--- config.mk ---
export PLATFORM = sky130hd
export DESIGN_NAME = comma_aligner
export DESIGN_NICKNAME = d
export VERILOG_FILES = /design/src/rtl/comma_aligner.sv
export SDC_FILE = /design/constraint.sdc
export NUM_CORES = 1
export LEC_CHECK = 0
export CORE_UTILIZATION = 59
export CTS_BUF_LIST = sky130_fd_sc_hd__clkbuf_4
export CTS_CLUSTER_SIZE = 24
export DETAILED_ROUTE_END_ITERATION = 10
export PLACE_DENSITY = 0.79
export SLEW_MARGIN = 5
export SYNTH_ARGS = -nofsm -noshare
export SYNTH_HDL_FRONTEND = slang
export SYNTH_SLANG_ARGS = --single-unit
--- constraint.sdc ---
create_clock -name clk -period 2.4 [get_ports clk]
set_input_delay 0.48 -clock clk [delete_from_list [all_inputs] [get_ports clk]]
set_output_delay 0.48 -clock clk [all_outputs]
set_load 0.05 [all_outputs]
--- src/rtl/comma_aligner.sv ---
// Serial-to-parallel K28.5 comma aligner with HUNT/VERIFY/LOCKED symbol-boundary tracking.
// Optional realignment statistics counter enabled by defining COMMA_ALIGN_STATS_EN.
module comma_aligner #(
    parameter int LOCK_COMMAS = 3,
    parameter int LOSS_COMMAS = 2,
    parameter int CNT_W       = 4
) (
    input  logic       clk,
    input  logic       rst,
    input  logic       din,
    output logic [9:0] sym_out,
    output logic       sym_valid,
    output logic       comma_det,
    output logic       locked
`ifdef COMMA_ALIGN_STATS_EN
    ,
    output logic [7:0] realign_cnt
`endif
);

    typedef enum logic [1:0] {HUNT, VERIFY, LOCKED} state_t;

    localparam logic [9:0]       COMMA_NEG = 10'b0011111010;
    localparam logic [9:0]       COMMA_POS = 10'b1100000101;
    localparam logic [CNT_W-1:0] LOCK_C    = CNT_W'(LOCK_COMMAS);
    localparam logic [CNT_W-1:0] LOSS_C    = CNT_W'(LOSS_COMMAS);
    localparam logic [CNT_W-1:0] CNT_ONE   = CNT_W'(1);

    state_t           state_q, state_d;
    logic [9:0]       sr_q;
    logic [3:0]       bit_cnt_q, bit_cnt_d;
    logic [CNT_W-1:0] vcnt_q, vcnt_d, vcnt_inc;
    logic [CNT_W-1:0] lcnt_q, lcnt_d, lcnt_inc;
    logic [9:0]       sym_out_q;
    logic             sym_valid_q, comma_det_q, locked_q;
    logic [9:0]       nxt;
    logic             is_comma, boundary, emit, realign;

    always_comb begin
        nxt       = {sr_q[8:0], din};
        is_comma  = (nxt == COMMA_NEG) || (nxt == COMMA_POS);
        boundary  = (bit_cnt_q == 4'd9);
        vcnt_inc  = (vcnt_q == '1) ? vcnt_q : vcnt_q + CNT_ONE;
        lcnt_inc  = (lcnt_q == '1) ? lcnt_q : lcnt_q + CNT_ONE;
        state_d   = state_q;
        vcnt_d    = vcnt_q;
        lcnt_d    = lcnt_q;
        bit_cnt_d = boundary ? 4'd0 : bit_cnt_q + 4'd1;
        emit      = 1'b0;
        realign   = 1'b0;

        case (state_q)
            HUNT: begin
                if (is_comma) begin
                    realign = 1'b1;
                    state_d = (LOCK_COMMAS == 1) ? LOCKED : VERIFY;
                end
            end
            VERIFY: begin
                if (boundary) begin
                    emit = 1'b1;
                    if (is_comma) begin
                        vcnt_d = vcnt_inc;
                        if (vcnt_inc == LOCK_C) begin
                            state_d = LOCKED;
                            lcnt_d  = '0;
                        end
                    end
                end else if (is_comma) begin
                    realign = 1'b1;
                end
            end
            LOCKED: begin
                if (boundary) begin
                    emit = 1'b1;
                    if (is_comma) lcnt_d = '0;
                end else if (is_comma) begin
                    // A stray comma while locked is tolerated until LOSS_COMMAS accumulate.
                    if (lcnt_inc == LOSS_C) begin
                        realign = 1'b1;
                        state_d = (LOCK_COMMAS == 1) ? LOCKED : VERIFY;
                    end else begin
                        lcnt_d = lcnt_inc;
                    end
                end
            end
            default: state_d = HUNT;
        endcase

        if (realign) begin
            emit      = 1'b1;
            bit_cnt_d = 4'd0;
            vcnt_d    = CNT_ONE;
            lcnt_d    = '0;
        end
    end

    always_ff @(posedge clk or negedge rst) begin
        if (!rst) begin
            state_q     <= HUNT;
            sr_q        <= '0;
            bit_cnt_q   <= '0;
            vcnt_q      <= '0;
            lcnt_q      <= '0;
            sym_out_q   <= '0;
            sym_valid_q <= 1'b0;
            comma_det_q <= 1'b0;
            locked_q    <= 1'b0;
        end else begin
            state_q     <= state_d;
            sr_q        <= nxt;
            bit_cnt_q   <= bit_cnt_d;
            vcnt_q      <= vcnt_d;
            lcnt_q      <= lcnt_d;
            sym_valid_q <= emit;
            locked_q    <= (state_d == LOCKED);
            if (emit) begin
                sym_out_q   <= nxt;
                comma_det_q <= is_comma;
            end
        end
    end

    assign sym_out   = sym_out_q;
    assign sym_valid = sym_valid_q;
    assign comma_det = comma_det_q;
    assign locked    = locked_q;

`ifdef COMMA_ALIGN_STATS_EN
    logic [7:0] realign_cnt_q;

    always_ff @(posedge clk or negedge rst) begin
        if (!rst) begin
            realign_cnt_q <= '0;
        end else if (realign && (realign_cnt_q != 8'hFF)) begin
            realign_cnt_q <= realign_cnt_q + 8'd1;
        end
    end

    assign realign_cnt = realign_cnt_q;
`endif

endmodule

Word-level counts from Yosys, hierarchy flattened. Index checks and enable logic that the tools add are counted.

Reductions and logical operators: 9. $add $sub $neg: 3. Equal/unequal tests: 15. Muxes and demuxes: 34.

Operators by type and width (count): 4-bit 2-to-1 mux (16); 2-bit 2-to-1 mux (7); 4-bit by 1-bit adder with 4-bit output (second input constant) (3); 4-bit == test (second input constant) (3); 3-bit != test (second input constant) (4); 10-bit == test (second input constant) (1); 10-bit by 8-bit == test with 1-bit output (second input constant) (1); 4-bit by 2-bit == test with 1-bit output (second input constant) (2); 1-bit 2-to-1 mux (8); 4-bit case mux with 2 select lines (1); 2-bit case mux with 3 select lines (1); 6-bit AND reduction (1); 2-bit nonzero test (3); 2-bit == test (second input constant) (2); 4-bit != test (second input constant) (1); 1-bit case mux with 3 select lines (1); 3-bit AND reduction (1); 3-bit nonzero test (1); 2-bit by 1-bit == test with 1-bit output (second input constant) (1); 2-bit logical NOT (1); 2-bit OR reduction (1); 1-bit logical OR (1).

Register bits after elaboration: 36. Word-level logic and storage cells: 70.

Depth between registers and ports, before layout.
Word-level depth: 9. Gate-level depth with buffers: 9. Depth with buffers taken out: 8.

Worst setup path after synthesis. No wires, ideal clock.

Kind: register -> register. From: reg lcnt_q[0]. To: reg comma_det_q (netlist: comma_det). Buffers on the path: 1. Library setup time: 125 ps. Data arrival time: 1965 ps. Path slack: 310 ps. Cell stages (with the launch flop): 9. Cell sequence: dfrtp_1 > ha_1 > and2_1 > a21oi_2 > o21bai_2 > o211a_4 > a21oi_4 > buf_12 > mux2_4.

Cells in the longest elaborated chain, start to end: 8.

Ends and longest elaborated chain: start: declaration (line 33) `logic [CNT_W-1:0] lcnt_q, lcnt_d, lcnt_inc;`; start signal: assignment (line 114) `lcnt_q <= lcnt_d;`; 4-bit by 1-bit adder with 4-bit output or 4-bit == test (tied branches) (line 44) `lcnt_inc = (lcnt_q == '1) ? lcnt_q : lcnt_q + CNT_ONE;`; 4-bit 2-to-1 mux (*) (line 44); 4-bit by 2-bit == test with 1-bit output (*) (line 79) `if (lcnt_inc == LOSS_C) begin`; 1-bit 2-to-1 mux (*) (line 79); 1-bit 2-to-1 mux (*) (line 77) `end else if (is_comma) begin`; 1-bit 2-to-1 mux (*) (line 74) `if (boundary) begin`; 1-bit case mux with 3 select lines (*) (line 52) `case (state_q)`; 1-bit 2-to-1 mux (*) (line 90) `if (realign) begin`; end signal: assignment (line 119) `comma_det_q <= is_comma;`; end: declaration (line 35) `logic sym_valid_q, comma_det_q, locked_q;`.

Mark *: on every way between the ends. The rest lies on a longest branch, timed or not. A chain may end at the register's enable or synchronous reset.

Final worst setup path.
From: reg lcnt_q[0]. To: reg sym_out_q[0] (netlist: sym_out[0]).

Cells in the longest elaborated chain, start to end: 8.

Ends and longest elaborated chain: 4-bit by 1-bit adder with 4-bit output or 4-bit == test (tied branches) (line 44); 4-bit 2-to-1 mux (*) (line 44); 4-bit by 2-bit == test with 1-bit output (*) (line 79); 1-bit 2-to-1 mux (*) (line 79); 1-bit 2-to-1 mux (*) (line 77); 1-bit 2-to-1 mux (*) (line 74); 1-bit case mux with 3 select lines (*) (line 52); 1-bit 2-to-1 mux (*) (line 90); end signal: assignment (line 118) `sym_out_q <= nxt;`; end: declaration (line 34) `logic [9:0] sym_out_q;`.

Marks and branches as above.

==> impl_summary.log <==
INFO  metric pwr-share-seq = 0.468
INFO  metric setup_violations = 0
INFO  metric worst_path_dominant_cell_family = compound AO/OA/AOI/OAI gates
INFO  metric track_usage = 0.2394
INFO  metric drv_cap = 0
INFO  metric postRouteAntennaNets = 0
INFO  metric gp_routability_congestion = between 0.8 and 0.9
INFO  metric power.share.clock = 0.265
INFO  metric power.switching_fraction = 0.3230
INFO  metric slew_headroom = 0.6259
INFO  metric vdd_drop_max = 0.4785 mV
INFO  metric critical_path_peak_fanout = 12
INFO  metric portBuffers = 15
INFO  metric placedInstanceArea = 0.001981 mm²
INFO  metric clockBufferDepth = 2
INFO  metric failed_checks = DRC
INFO  metric finalWorstPathRequiredPeriod = between 2000 and 2500 ps
INFO  metric drc_errors = 6
INFO  metric design.die.area = approximately 0.0032 mm²
INFO  metric synth_flop_cell = sky130_fd_sc_hd__dfrtp_1
INFO  metric total_power = roughly 1.6 mW
INFO  metric worstReg2RegStart = lcnt_q[0]
INFO  metric layout.cell_area.non_filler = 0.002061 mm²
INFO  metric power_switching = around 0.51 mW
INFO  metric initial_utilization = 0.6293
INFO  metric hold-path-endpoint = sr_q[2]
INFO  metric place.detailed.hpwl = around 2.3 mm
INFO  metric share_of_layout_cells_above_drive_strength_1 = 0.1919
INFO  metric synth_cells = about 150
INFO  metric detail_route.iter0.violations = 64
INFO  metric globalRoute.totalOverflow = 0
INFO  metric ys_types = 46
INFO  metric synth_seq_area_share = 0.5103
INFO  metric result_of_the_run = finished with violations
INFO  metric die_y = approximately 57 µm
INFO  metric crit_path_top_delay_cell = sky130_fd_sc_hd__dfrtp_1
INFO  metric top_level_ports = 16
INFO  metric cts.root.buffer_cell = sky130_fd_sc_hd__clkbuf_4
INFO  metric power.internal = about 1.1 mW
INFO  metric post_cts_buffers = 0
INFO  metric cts_inserted_buffers = 5
INFO  metric drtPass1Iterations = 7
INFO  metric cts_tree = built
INFO  metric hold_depth = 0
INFO  metric synth_enable_flop_cells = 0
INFO  metric detailed_route_vias_per_instance = approximately 6.0
INFO  metric numClockSinks = 36
INFO  metric p_comb_frac = 0.267
INFO  metric arrival = 2470 ps
INFO  metric synth.avg_cell_area = 12.09 µm²
INFO  metric grt_first_pass_wirelength = 5.789 mm
INFO  metric grt_antenna_before_repair = 0
INFO  metric crit-reg2reg-capture = sym_out[0]
INFO  metric row_count = 19
INFO  metric crit_required = 2630 ps
INFO  metric achievable-frequency = ~450 MHz
INFO  metric reg2reg_depth = 8
INFO  metric kind_of_capture_point_of_the_worst_setup_path = flop
INFO  metric fp.dieW = about 57 µm
INFO  metric dr_total_vias = 1,215
INFO  metric cp-start-kind = flop
INFO  metric critPathBufInv = 1
INFO  metric synth.ff_latch_count = 36
INFO  metric period_utilisation_layout = 0.9344
INFO  metric min-delay-start = sr_q[1]
INFO  metric hp-class = reg2reg
INFO  metric cts_hold_repair.buffers = 0
INFO  metric clk_pin_slew = 100 ps
INFO  metric final_core_utilization = 0.7346
INFO  metric design.core.area = around 0.0028 mm²
INFO  metric timing_worst_slew_pin_value = between 500 and 600 ps
INFO  metric max_stage_delay = 450 ps
INFO  metric worst_skew_pair.late_latency = between 300 and 400 ps
INFO  metric final_max_slew_viol_count = 0
INFO  metric path_cells = ha_1, and2_1, a21oi_2, o21bai_2, o211a_4, a21oi_4, buf_12, mux2_2
INFO  metric hold_viol = 0
INFO  metric rsz0062_at_grt = no
INFO  metric synth.net_count = roughly 160
INFO  metric worstSetupPathType = reg2reg
INFO  metric post_cts_resized = 0
INFO  metric setup_total_negative_slack = 0 ps
INFO  metric area.growth.synth_to_final = 16.73%
INFO  metric num-nets-final = between 150 and 200
INFO  metric drt-wirelength-per-cell = 15.92 µm
INFO  metric ctsHtreeMaxLevel = 2
INFO  metric leakagePower = around 1 nW
INFO  metric clock_skew = 6.356 ps
INFO  metric detail_route.wirelength = 3.232 mm
INFO  metric fraction_of_synthesis_flops_using_an_asynchronous_set_or_reset_pin = 1.000
INFO  metric yosysWarnings = 0
INFO  metric synth_area = ~0.0018 mm²
INFO  metric power.density_cell_area = between 700 and 800 mW/mm²
INFO  metric grt_start_max_net_pins = 37
INFO  metric diodes = 0
INFO  metric timing.reg2reg.setup_slack = approximately 160 ps
INFO  metric grt_pass1_vias = about 1,300
==> cells by family after synthesis <==
kind of cell | synth area share
flip-flops | 0.5103
XOR/XNOR | 0.01489
adder cells (fa/ha/maj) | 0.06379
buffers and inverters | 0.03260
multiplexers | 0.1006
AO/OA/AOI/OAI | 0.1198
AND/OR/NAND/NOR | 0.1580
==> worst register-to-register path: cells and delay by family, from the launching register on <==
| kind | cells | cell delay [ps] |
|---|---|---|
| adder cells (fa/ha/maj) | 1 | 270 |
| AO/OA/AOI/OAI | 4 | 750 |
| buffers and inverters | 1 | 160 |
| flip-flops | 1 | 450 |
| AND/OR/NAND/NOR | 1 | 170 |
| multiplexers | 1 | 350 |
==> flip-flops by register name (all words and copies together) (netlist names) <==
register / count
bit_cnt_q: 4
lcnt_q: 4
locked: 1
vcnt_q: 4
sym_out: 10
state_q: 2
comma_det: 1
sr_q: 9
sym_valid: 1
==> Yosys cell counts, types with 2 or more instances <==
cell	number	share of area
sky130_fd_sc_hd__nor3b_1	2	0.0085
sky130_fd_sc_hd__nand3_1	4	0.011
sky130_fd_sc_hd__mux2_2	2	0.013
sky130_fd_sc_hd__and2_1	2	0.0071
sky130_fd_sc_hd__nand4_1	3	0.011
sky130_fd_sc_hd__nor4_1	4	0.014
sky130_fd_sc_hd__a31oi_1	2	0.0071
sky130_fd_sc_hd__nand2_1	5	0.011
sky130_fd_sc_hd__a32o_1	2	0.011
sky130_fd_sc_hd__mux2i_1	2	0.011
sky130_fd_sc_hd__o21ai_1	2	0.0057
sky130_fd_sc_hd__ha_1	9	0.064
sky130_fd_sc_hd__mux2_4	9	0.077
sky130_fd_sc_hd__o21ai_0	3	0.0085
sky130_fd_sc_hd__nor2_1	14	0.030
sky130_fd_sc_hd__xnor2_1	2	0.0099
sky130_fd_sc_hd__a21oi_1	3	0.0085
sky130_fd_sc_hd__inv_1	9	0.019
sky130_fd_sc_hd__nor2b_1	2	0.0071
sky130_fd_sc_hd__dfrtp_1	36	0.51
sky130_fd_sc_hd__a211oi_1	3	0.013
sky130_fd_sc_hd__o211a_1	2	0.011
==> area by class of cell <==
class                   instances  area [µm²]
repair buffers                 20       200.2
flip-flops and latches         36       900.9
fillers                       205       744.5
clock inverters                 3       42.54
multi-input cells              99       807.0
well taps                      31       38.79
clock buffers                   5       37.54
inverters                       9       33.78
==> worst max-delay path by stage <==
stage          slack [ps]          to  startpoint  cells after the start
2_1_floorplan         310   comma_det   lcnt_q[0]                      8
3_3_place_gp           40  sym_out[0]         din                      7
3_5_place_dp          -50      locked         din                      6
4_1_cts               150  sym_out[0]   lcnt_q[0]                      8
5_1_grt                50  sym_out[0]   lcnt_q[0]                      8
6_report              160  sym_out[0]   lcnt_q[0]                      8
==> power by group through the flow <==
stage	clock network [mW]	logic, mW	registers [mW]
after floorplan	0	0.177	0.853
final	0.418	0.420	0.739
after global routing	0.459	0.450	0.747
after global placement	0	0.397	0.742
after detailed placement	0	0.419	0.750
after CTS	0.434	0.425	0.739
==> metrics by stage <==
step | instances | hold WS (ps) | setup slack [ps]
after floorplan | 146 | 184.4 | 310.0
after global placement | 195 | 403.1 | 39.35
after detailed placement | 195 | 406.9 | -45.50
after CTS | 203 | 433.2 | 148.6
after global routing | 203 | 450.9 | 45.88
final | 203 | 435.5 | 157.4
==> layout by cell type, fill, tap and decap left out, types with 2 or more instances in the layout <==
master	count
sky130_fd_sc_hd__inv_1	9
sky130_fd_sc_hd__mux2_4	9
sky130_fd_sc_hd__nand4_1	3
sky130_fd_sc_hd__dfrtp_1	36
sky130_fd_sc_hd__and2_1	2
sky130_fd_sc_hd__o21ai_1	2
sky130_fd_sc_hd__a21oi_1	3
sky130_fd_sc_hd__mux2_2	2
sky130_fd_sc_hd__clkdlybuf4s50_1	15
sky130_fd_sc_hd__o211a_1	2
sky130_fd_sc_hd__clkbuf_4	5
sky130_fd_sc_hd__xnor2_1	2
sky130_fd_sc_hd__buf_4	4
sky130_fd_sc_hd__a211oi_1	3
sky130_fd_sc_hd__nor4_1	4
sky130_fd_sc_hd__mux2i_1	2
sky130_fd_sc_hd__a31oi_1	2
sky130_fd_sc_hd__nor3b_1	2
sky130_fd_sc_hd__ha_1	9
sky130_fd_sc_hd__nand3_1	4
sky130_fd_sc_hd__nor2_1	14
sky130_fd_sc_hd__nor2b_1	2
sky130_fd_sc_hd__nand2_1	5
sky130_fd_sc_hd__a32o_1	2
sky130_fd_sc_hd__o21ai_0	3
==> metal layers <==
layer,wire [µm],global-route usage
met5,0,0
met4,34,0.07857
met3,172,0.07373
met2,1641,0.4150
met1,1384,0.2809
Power figures use the tool's default switching activity.
==> RTL change 1, RTL diff (config.mk and constraints unchanged) <==
`CNT_W`: 4 -> 6.
--- a/src/rtl/comma_aligner.sv
+++ b/src/rtl/comma_aligner.sv
@@ -3,7 +3,7 @@
 module comma_aligner #(
     parameter int LOCK_COMMAS = 3,
     parameter int LOSS_COMMAS = 2,
-    parameter int CNT_W       = 4
+    parameter int CNT_W       = 6
 ) (
     input  logic       clk,
     input  logic       rst,
Formal check against the unedited RTL: same outputs for any inputs over 10 cycles, from zero or initial values and one cycle with rst low; that may be too few to reach the edited logic, so the function may still have changed.
==> RTL change 1 against the original RTL <==
  * The flow finishes with violations (setup timing)
  * Sequential cell count increased by 4
  * Wire length increased by 65%
  * Critical endpoint is now vcnt_q[1]$_DFFE_PN0P_
  * Largest cell class is now multi-input combinational cells
  * Design area up 35%
  * Sequential power is 11% higher
  * Power is 5.3% higher
  * Worst setup slack got worse by 0.34 ns
  * Fmax fell by 13%
  * Largest power group unchanged
  * Area after synthesis is 19% higher
==> RTL change 1: results (changes against the original RTL) <==
routed len/inst 18.63 µm (+17%); Non-clk invs 7 (-2); # clk buffers 6 (+1); Reg area 1002 µm² (+11%); detailed placement HPWL 3214 µm (+39%); post-place instance area 2490 µm² (+26%); top cells by count, synth dfrtp_1, a21oi_1, nand2_1; Synth area leaders dfrtp_1, mux2_4, ha_1; final worst setup slack -0.1858 ns (-0.3432 ns); first-pass GRT wire length 7852 µm (+36%); Setup TNS -2.821 ns (-2.821 ns); share of layout cells above drive strength 1 0.3833 (+0.1915); failing checks setup timing; Crit path arrival time 2.86 ns (+0.39 ns); hold crit path type in2async; worst-path maximum fanout 3 (-9); Seq. pwr 821 µW (+11%); post-synthesis mux area share 0.08548 (-0.01516); clk_lat worst skew 0.37 ns (+0.03 ns); Worst-Margin Slew 0.8562 ns (+0.3023 ns); clock-pin slew on the worst setup and hold paths 0.12 ns (+0.02 ns); xor/xnor share of the synthesized area 0.008368 (-0.006515); post-synthesis adder-cell area fraction 0.05380 (-0.009989); Tapcells 46 (+48%); VDD IR max 0.6108 mV (+28%); Starting DRT DRC Count 116 (+81%); bufs w/o clock 52 (+160%); CP startpoint din; FF-to-FF Start lcnt_q[1]$_DFFE_PN0P_; vias in the first global route 1691 (+34%); footprint of the multi-input gates 1195 µm² (+48%); 1st-pass router iterations 4 (-3); combinational group share of total power 0.295 (+0.028); Synth Area in Compound Gates 0.1614 (+0.04161); filler instances 175 (-15%); final RePlAce weighted congestion 0.8347 (+3.7%); largest net degree at the start of global routing 41 (+11%); Final Skew 0.01190 ns (+0.005549 ns); Pleak 1.250 nW (+28%); post-synthesis sequential area ratio 0.4782 (-0.03209); slowest CP cell clkdlybuf4s50_1; status finished with violations; via/cell ratio 6.122 (+2.3%); clock sink count 40 (+11%); CP top delay family simple AND/OR/NAND/NOR gates; Place WS -0.4802 ns (-0.4347 ns); syn_nets 195 (+23%); Multi-In Gates 133 (+34%); Final setup viols 23 (+23); nets 251 (+37%); r2r setup slk -0.15 ns (-0.31 ns); Total Routing Usage GR 0.2954 (+0.05596); ClkCell Share 0.02021 (-0.01865)
==> RTL change 1: through the flow <==
stage / power (mW) / instances / utilization / hold WS (ns)
after floorplan: 1.126 / 183 / - / 0.1844
after global placement: 1.266 / 272 / 0.7403 / 0.4087
after detailed placement: 1.286 / 272 / 0.7403 / 0.4260
after CTS: 1.637 / 285 / 0.8002 / 0.2307
after global routing: 1.731 / 286 / 0.8285 / 0.2768
final: 1.661 / 286 / 0.8285 / 0.2048
==> RTL change 1: repair_timing <==
item,in CTS,in global routing
setup buffers,6,2
pin swaps,6,13
endpoints found under the setup margin,21,23
resized for setup,20,21
endpoints found under the hold margin,0,0
==> RTL change 1: kinds of logic (layout without fill, tap and decap cells) <==
kind of cell / Yosys count / after routing
AOI/OAI and AO/OA: 44 / 44
xor gates and xnor gates: 2 / 2
adders and majority gates: 9 / 9
buffers and inverters: 10 / 67
DFF: 40 / 40
muxes: 13 / 13
and+or+nand+nor: 65 / 65
==> RTL change 1: worst paths after layout <==
path / endpoint / cells past startpoint
min in group clk: sr_q[6]$_DFF_PN0_ / 0
max in group asynchronous: lcnt_q[3]$_DFFE_PN0P_ / 1
hold reg to reg: sr_q[6]$_DFF_PN0_ / 0
setup / recovery: vcnt_q[1]$_DFFE_PN0P_ / 10
hold / removal: vcnt_q[0]$_DFFE_PN0P_ / 1
setup reg to reg: vcnt_q[1]$_DFFE_PN0P_ / 9
==> RTL change 1: metal layers <==
metal | vias up | global-route usage | part of all wire
met1 | 882 | 0.3704 | 0.42
met3 | 21 | 0.06723 | 0.044
met2 | 58 | 0.4731 | 0.51
met5 | - | 0 | 0
li1 | 790 | - | -
met4 | 0 | 0.1651 | 0.032
==> RTL change 2, RTL diff (config.mk and constraints unchanged) <==
Without the edit above. Remove the register `sym_valid_q`: a continuous assignment takes its place, so the output `sym_valid` follows one clock earlier.
--- a/src/rtl/comma_aligner.sv
+++ b/src/rtl/comma_aligner.sv
@@ -103,7 +103,6 @@
             vcnt_q      <= '0;
             lcnt_q      <= '0;
             sym_out_q   <= '0;
-            sym_valid_q <= 1'b0;
             comma_det_q <= 1'b0;
             locked_q    <= 1'b0;
         end else begin
@@ -112,7 +111,6 @@
             bit_cnt_q   <= bit_cnt_d;
             vcnt_q      <= vcnt_d;
             lcnt_q      <= lcnt_d;
-            sym_valid_q <= emit;
             locked_q    <= (state_d == LOCKED);
             if (emit) begin
                 sym_out_q   <= nxt;
@@ -120,6 +118,8 @@
             end
         end
     end
+
+    assign sym_valid_q = emit;
 
     assign sym_out   = sym_out_q;
     assign sym_valid = sym_valid_q;
Formal check against the unedited RTL: not equivalent (a bounded check fails within 10 cycles, from zero or initial values and one cycle with rst low).
==> RTL change 2 against the original RTL <==
  * The run ends with setup timing left
  * Critical path depth rose by 1
  * Synthesized cell count fell by 0.68%
  * Utilization rose by 3.1 points
  * Sequential cell count fell by 1
  * Cell count rose by 6.4%
  * Worst setup slack got worse by 0.38 ns
  * Die area fell by 2.8%
  * Power fell by 5.2%
  * Design area rose by 2.5%
  * Wire length rose by 7.1%
  * Area after synthesis fell by 2.9%
  * Largest cell class unchanged
==> RTL change 2: results (changes against the original RTL) <==
status finished with violations; failing checks setup timing; worst-path maximum fanout 3 (-9); slowest stage delay, CP 0.39 ns (-0.06 ns); Place WS -0.1223 ns (-0.07684 ns); final RePlAce weighted congestion 0.8673 (+7.8%); nets 196 (+7.1%); largest net degree at the start of global routing 36 (-2.7%); 1st-pass router iterations 4 (-3); Pleak 0.9801 nW (+0.51%); first-pass GRT wire length 5809 µm (+0.35%); final worst setup slack -0.2226 ns (-0.3800 ns); synth unique cells 44 (-4.3%); vias in the first global route 1345 (+6.3%); VDD IR max 0.7450 mV (+56%); Final Skew 0.01229 ns (+0.005933 ns); Starting DRT DRC Count 56 (-13%); Worst-Margin Slew 0.5175 ns (-0.03639 ns); via/cell ratio 5.972 (-0.22%); Final setup viols 1 (+1); Total Routing Usage GR 0.2461 (+0.006664); detailed placement HPWL 2395 µm (+3.5%); filler instances 182 (-11%); post-synthesis sequential area ratio 0.5109 (+0.0006725); slowest CP cell or3b_4; Synth Area per Inst 11.82 µm² (-2.2%)
-- RTL change 2: cells by family after synthesis --
family | share of synthesized area
fa+ha+maj | 0.06569
compound gates | 0.1102
flops | 0.5109
xor+xnor | 0.02044
buf+inv | 0.02920
mux | 0.1036
simple gates | 0.1599
-- RTL change 2: what timing repair did --
action	in CTS	in global routing
hold buffers	0	0
endpoints found under the setup margin	1	2
pin swaps	4	3
resized for setup	4	2
buffers inserted	2	5
-- RTL change 2: path summary, 6_finish.rpt --
check / start / to / slack, ns / depth (start not counted)
min reg2reg: sr_q[1]$_DFF_PN0_ / sr_q[2]$_DFF_PN0_ / 0.43 / 0
max reg2reg: lcnt_q[0]$_DFFE_PN0P_ / lcnt_q[3]$_DFFE_PN0P_ / 0.17 / 8
max: bit_cnt_q[1]$_DFF_PN0_ / sym_valid / -0.22 / 9
max in group asynchronous: rst / lcnt_q[0]$_DFFE_PN0P_ / 1.52 / 2
min: sr_q[1]$_DFF_PN0_ / sr_q[2]$_DFF_PN0_ / 0.43 / 0
min in group asynchronous: rst / sym_out[8]$_DFFE_PN0P_ / 0.53 / 2
-- RTL change 2: worst reg2reg max path: stages (launching register included) --
cell and delay, ns:
dfrtp_2 0.45, ha_2 0.23, nor2_1 0.22, a21oi_4 0.07
buf_4 0.14, or3_1 0.37, a222oi_1 0.37, nor2_1 0.11
a21oi_1 0.18
-- RTL change 2: routing by layer --
metal,track usage,up-vias,part of all wire
met3,0.05814,14,0.051
met5,0,-,0
li1,-,606,-
met4,0.1498,0,0.028
met2,0.3941,43,0.49
met1,0.3030,627,0.43
-- RTL change 2: power breakdown --
part           switching (mW)  leakage (nW)  total (mW)  internal (mW)
sequential             0.0616         0.448       0.728          0.666
combinational           0.255         0.506       0.467          0.212
clock                   0.193        0.0263       0.300          0.107
total                   0.509         0.980        1.49          0.986
-- RTL change 2: area by class of cell --
class,instances,area [µm²],area share
repair buffers,35,305.3,0.1445
flip-flops and latches,35,877.1,0.4153
multi-input cells,101,812.0,0.3845
clock buffers,5,37.54,0.01777
clock inverters,3,15.01,0.007109
inverters,6,26.28,0.01244
well taps,31,38.79,0.01836
